**config.mk**
```make
export PLATFORM = sky130hd
export DESIGN_NAME = vote_controller
export DESIGN_NICKNAME = d
export VERILOG_FILES = /design/src/rtl/vote_controller.sv
export SDC_FILE = /design/constraint.sdc
export NUM_CORES = 1
export LEC_CHECK = 0
export ABC_AREA = 1
export CAP_MARGIN = 20
export CORE_ASPECT_RATIO = 1.2
export CORE_MARGIN = 2
export CORE_UTILIZATION = 25
export CTS_BUF_LIST = sky130_fd_sc_hd__clkbuf_2 sky130_fd_sc_hd__clkbuf_4 sky130_fd_sc_hd__clkbuf_8
export CTS_CLUSTER_DIAMETER = 80
export DETAILED_ROUTE_END_ITERATION = 8
export GPL_TIMING_DRIVEN = 0
export SLEW_MARGIN = 15
export SYNTH_ARGS = -nofsm -noshare
export SYNTH_HDL_FRONTEND = slang
export SYNTH_SLANG_ARGS = --single-unit
```
**constraint.sdc**
```tcl
create_clock -name clk -period 5.9 [get_ports clk]
set_input_delay 0.885 -clock clk [delete_from_list [all_inputs] [get_ports clk]]
set_output_delay 0.885 -clock clk [all_outputs]
set_load 0.02 [all_outputs]
```
**src/rtl/vote_controller.sv**
```systemverilog
// rtl/vote_controller.sv - round-robin vote arbiter, tally keeper and winner scanner
//
// Purpose:
//   Shares five candidate tallies (A..E) between NUM_BOOTHS booths using a
//   round-robin req/ack handshake. It steps through the election phases
//   IDLE -> OPEN -> SCAN -> DONE. Once the polls close, it scans the tallies
//   one at a time to produce the maximum count, the winner flags and a tie flag.
//
// Ports:
//   clk           - single clock, all state changes on the rising edge
//   rst           - asynchronous active-low reset
//   start         - begin a new election (from IDLE or DONE)
//   close         - end voting (while OPEN)
//   booth_req     - per-booth request, held with its vote until acked
//   booth_vote    - 3-bit candidate index per booth, 0=A..4=E, 5..7 invalid
//   booth_ack     - one-cycle accept pulse, at most one bit set
//   tally_a..e    - candidate vote counts (saturating)
//   invalid_cnt   - accepted votes carrying an index above 4 (saturating)
//   max_votes     - largest tally, valid with result_valid
//   win           - winner flags, bit0=A..bit4=E, valid with result_valid
//   tie           - more than one win bit set
//   result_valid  - high only in DONE
//   state         - IDLE=0, OPEN=1, SCAN=2, DONE=3

module vote_controller #(
    parameter int NUM_BOOTHS = 4,
    parameter int CNT_W      = 32
) (
    input  logic                    clk,
    input  logic                    rst,
    input  logic                    start,
    input  logic                    close,
    input  logic [NUM_BOOTHS-1:0]   booth_req,
    input  logic [3*NUM_BOOTHS-1:0] booth_vote,
    output logic [NUM_BOOTHS-1:0]   booth_ack,
    output logic [CNT_W-1:0]        tally_a,
    output logic [CNT_W-1:0]        tally_b,
    output logic [CNT_W-1:0]        tally_c,
    output logic [CNT_W-1:0]        tally_d,
    output logic [CNT_W-1:0]        tally_e,
    output logic [CNT_W-1:0]        invalid_cnt,
    output logic [CNT_W-1:0]        max_votes,
    output logic [4:0]              win,
    output logic                    tie,
    output logic                    result_valid,
    output logic [1:0]              state
);

    localparam int PTR_W = (NUM_BOOTHS > 1) ? $clog2(NUM_BOOTHS) : 1;
    localparam logic [CNT_W-1:0] ALL_ONES = '1;

    typedef enum logic [1:0] {
        ST_IDLE = 2'd0,
        ST_OPEN = 2'd1,
        ST_SCAN = 2'd2,
        ST_DONE = 2'd3
    } state_t;

    state_t           cur_state;
    logic [PTR_W-1:0] rr_ptr;
    logic [2:0]       scan_idx;
    logic [CNT_W-1:0] run_max;
    logic [CNT_W-1:0] tally [5];

    // Arbitration: first unmasked request at or after the pointer. A booth
    // whose ack is high this cycle is still allowed to hold req, so it is
    // masked out to keep it from being counted twice.
    logic [NUM_BOOTHS-1:0] avail;
    logic                  gnt_valid;
    logic [PTR_W-1:0]      gnt_idx;
    logic [PTR_W-1:0]      gnt_next_ptr;
    logic [2:0]            gnt_vote;
    int                    cand;

    always_comb begin
        avail     = booth_req & ~booth_ack;
        gnt_valid = 1'b0;
        gnt_idx   = '0;
        cand      = 0;
        for (int k = 0; k < NUM_BOOTHS; k++) begin
            cand = int'(rr_ptr) + k;
            if (cand >= NUM_BOOTHS) begin
                cand = cand - NUM_BOOTHS;
            end
            if (!gnt_valid && avail[cand]) begin
                gnt_valid = 1'b1;
                gnt_idx   = PTR_W'(cand);
            end
        end
        gnt_vote     = booth_vote[3*gnt_idx +: 3];
        gnt_next_ptr = (gnt_idx == PTR_W'(NUM_BOOTHS - 1)) ? '0 : gnt_idx + PTR_W'(1);
    end

    // Scan step: fold the tally at scan_idx into the running max. On the last
    // step this is the final maximum, so the winner flags come from it directly.
    logic [CNT_W-1:0] scan_val;
    logic [CNT_W-1:0] final_max;
    logic [4:0]       win_next;
    logic             tie_next;

    always_comb begin
        scan_val  = (scan_idx <= 3'd4) ? tally[scan_idx] : '0;
        final_max = (scan_val > run_max) ? scan_val : run_max;
        for (int i = 0; i < 5; i++) begin
            win_next[i] = (tally[i] == final_max);
        end
        // More than one bit set <=> clearing the lowest set bit leaves something.
        tie_next = ((win_next & (win_next - 5'd1)) != 5'd0);
    end

    always_ff @(posedge clk or negedge rst) begin
        if (!rst) begin
            cur_state    <= ST_IDLE;
            rr_ptr       <= '0;
            scan_idx     <= '0;
            run_max      <= '0;
            for (int i = 0; i < 5; i++) begin
                tally[i] <= '0;
            end
            invalid_cnt  <= '0;
            max_votes    <= '0;
            win          <= '0;
            tie          <= 1'b0;
            result_valid <= 1'b0;
            booth_ack    <= '0;
        end else begin
            booth_ack <= '0;
            case (cur_state)
                ST_IDLE, ST_DONE: begin
                    if (start) begin
                        cur_state    <= ST_OPEN;
                        for (int i = 0; i < 5; i++) begin
                            tally[i] <= '0;
                        end
                        invalid_cnt  <= '0;
                        max_votes    <= '0;
                        win          <= '0;
                        tie          <= 1'b0;
                        result_valid <= 1'b0;
                        scan_idx     <= '0;
                    end
                end
                ST_OPEN: begin
                    // close takes priority over any pending request.
                    if (close) begin
                        cur_state <= ST_SCAN;
                        scan_idx  <= '0;
                        run_max   <= '0;
                    end else if (gnt_valid) begin
                        booth_ack <= NUM_BOOTHS'(1) << gnt_idx;
                        rr_ptr    <= gnt_next_ptr;
                        if (gnt_vote <= 3'd4) begin
                            if (tally[gnt_vote] != ALL_ONES) begin
                                tally[gnt_vote] <= tally[gnt_vote] + CNT_W'(1);
                            end
                        end else if (invalid_cnt != ALL_ONES) begin
                            invalid_cnt <= invalid_cnt + CNT_W'(1);
                        end
                    end
                end
                ST_SCAN: begin
                    run_max <= final_max;
                    if (scan_idx == 3'd4) begin
                        cur_state    <= ST_DONE;
                        max_votes    <= final_max;
                        win          <= win_next;
                        tie          <= tie_next;
                        result_valid <= 1'b1;
                    end else begin
                        scan_idx <= scan_idx + 3'd1;
                    end
                end
                default: cur_state <= ST_IDLE;
            endcase
        end
    end

    assign tally_a = tally[0];
    assign tally_b = tally[1];
    assign tally_c = tally[2];
    assign tally_d = tally[3];
    assign tally_e = tally[4];
    assign state   = cur_state;

endmodule

```
==> out/metrics.yaml <==
outcome:
  outcome: "finished, violations left"
  violations: "setup timing"
finish:
  nets: 3252
  layout_commonest_cell: "nand2_1"
  stdcell_area_sq_um: 24600
  final_cell_mix: "nand2_1 (1119), inv_1 (291), dfrtp_1 (274), clkdlybuf4s50_1 (255), nor2_1 (201)"
  finalNonFillerCells: 4236
  area_delta_synth_final_pct: 29.4
  drive_gt1_frac: 0.0890
routing:
  wl_per_cell_um: 22.4
  drt_iter0_drc: 2206
  wirelength_um: 95100
  met2WireLength_um: 42500
  route.detailed.drc: 0
  route.vias.total: 20947
  postRouteAntennaNets: 0
  highest_layer: "met5"
  firstDrtPassIters: 6
  wl_met1_um: 38600
  vias_per_cell: 4.94
  wl_met3_um: 8030
worst_setup_path:
  critPathLaunch: "scan_idx[1]$_DFFE_PN0P_"
  cp_slowest_cell: "dfrtp_1"
  crit_arrival_ns: 6.51
  path_common_cell: "nand2_1"
  cp-start-kind: "flop"
  r2r-start: "scan_idx[1]$_DFFE_PN0P_"
  worstSetupEndpointType: "flop"
  r2r_slack_ns: -0.03
  setup.worst_path.end: "tie$_DFFE_PN0P_"
  cp.required_ns: 6.47
  r2r_end: "tie$_DFFE_PN0P_"
  crit_type: "reg -> reg"
  worstRegToRegCells: 31
  cp_max_fo: 10
  max_stage_delay_ns: 0.49
synth:
  ys_ff_latch: 274
  syn_area_sq_um: 19000
  async_flop_share: 1.00
  ys_warn_count: 0
  synthCells: 2863
  synthFlopType: "dfrtp_1"
  synth.top_cell.area_share: 0.361
  ys_top_cells_by_area: "dfrtp_1 (36%), nand2_1 (22%), inv_1 (5.9%)"
  synth_cell_types: 50
  ys_seq_area_frac: 0.361
  yosysTopAreaCell: "dfrtp_1"
  synth_edf_count: 0
  syn_area_per_cell_sq_um: 6.64
  syn-num-nets: 2926
global_routing:
  grt-ovfl-total: 0
  grt_pass1_wl_um: 137000
  grt_start_max_net_pins: 88
  grt_pass1_vias: 20248
  antenna_found_initial: 2
  grt_usage: 0.236
clock_network:
  cts.sinks: 274
  ctsHtreeMaxLevel: 2
  ctsHoldBuffers: 0
  clockBufferDepth: 3
  cts_made_buffers: 49
  tritoncts: "done"
  worstSkewPairLatency_ns: 0.65
  cts_root_buf: "clkbuf_8"
  path_clk_slew_ns: 0.06
sta:
  rsz0062_at_grt: "yes"
  fin_crit_sh: 1.01
  final_hold_viol_count: 0
  fin_worst_skew_ns: 0.0269
  worst_slew_margin_rel: 0.265
  fin_crit_ns: 5.93
  worst_slack_ns: -0.0329
  worstMarginPinSlew_ns: 1.09
  max_freq_mhz: 169
  hold_ws_ns: 0.123
  drv_slew: 0
  setup_violations: 1
floorplanning:
  fp.dieW_um: 256
  ios: 257
  rows: 110
  core_region_area_sq_um: 75100
  dieArea_sq_um: 78300
  start_util: 0.253
  die-height_um: 306
placed_design:
  place_congestion: 1.01
  dp_slack_ns: -3.31
  io_buffers: 256
  placed_area_sq_um: 22900
  dp_hpwl_um: 74600
  placed_cells: 4130
hold_path:
  hp-class: "in -> async"
job:
  cap_violations: 0
worst min path at each step:
stage | from | to | cells after the start
2_1_floorplan | run_max[0]$_DFFE_PN0P_ | run_max[0]$_DFFE_PN0P_ | 1
3_5_place_dp | result_valid$_DFFE_PN0P_ | result_valid$_DFFE_PN0P_ | 2
5_1_grt | rst | tally_a[29]$_DFFE_PN0P_ | 1
3_3_place_gp | result_valid$_DFFE_PN0P_ | result_valid$_DFFE_PN0P_ | 2
4_1_cts | rst | tally_b[30]$_DFFE_PN0P_ | 1
6_report | rst | tally_e[26]$_DFFE_PN0P_ | 1
what timing repair did:
| item | in CTS | in global routing |
|---|---|---|
| buffers inserted | 2 | 14 |
| gates resized for setup | 104 | 32 |
| pin swaps | 1 | 7 |
| endpoints found under the setup margin | 70 | 85 |
sequential cells by signal (all words and copies together), names as in the netlist, 32 cells and up:
name	count
tally_b	32
invalid_cnt	32
max_votes	32
tally_c	32
run_max	32
tally_d	32
tally_e	32
tally_a	32
layer usage:
| layer | GRT usage | up-vias |
|---|---|---|
| met1 | 0.299 | 9952 |
| met5 | 0 | - |
| met4 | 0.130 | 2 |
| met2 | 0.377 | 995 |
| li1 | - | 9725 |
| met3 | 0.0466 | 273 |
synth_stat cells (all sizes together), types with 3 or more instances:
master and instances:
nand2 1142, inv 303, dfrtp 274, nor2 230
o21ai 218, nand3 166, a21oi 106, xor2 102
buf 65, nand4 48, clkbuf 47, ha 43
xnor2 24, nor3 20, o31ai 16, o22ai 15
nand3b 5, a21o 3, a22o 3, and2 3
clkinv 3, nor3b 3, nor4 3
cell families after synthesis:
kind of cell / Yosys count / share of synthesized area
buffers and inverters: 418 / 0.0950
and+or+nand+nor: 1623 / 0.351
xor gates and xnor gates: 126 / 0.0580
AOI/OAI and AO/OA: 378 / 0.106
muxes: 1 / 0.000592
adders and majority gates: 43 / 0.0283
DFF: 274 / 0.361
critical path: cells and delay by family, from the launching register on:
| kind | cells | cell delay (ns) |
|---|---|---|
| adder cells (fa/ha/maj) | 2 | 0.51 |
| AO/OA/AOI/OAI | 2 | 0.34 |
| AND/OR/NAND/NOR | 18 | 2.62 |
| XOR/XNOR | 1 | 0.19 |
| buffers and inverters | 8 | 1.66 |
| flip-flops | 1 | 0.49 |
metrics by stage:
| stage | setup TNS [ns] | util |
|---|---|---|
| after detailed placement | -170.03 | 0.305 |
| final | -0.0329 | 0.327 |
| after global routing | -0.145 | 0.327 |
| after floorplan | 0 | - |
| after global placement | -2550.34 | 0.304 |
| after CTS | 0 | 0.325 |
area by class of cell:
cell class,count,area [sq um]
clock inverters,11,160
well taps,1008,1260
fillers,8377,50500
diodes,2,5.00
clock buffers,77,997
inverters,306,1160
multi-input cells,2171,10700
repair buffers,275,2780
plain buffers,112,722
flip-flops and latches,274,6860
Power is not shown: default switching activity piles up to over one toggle a cycle in this logic, so the estimate is an artifact.
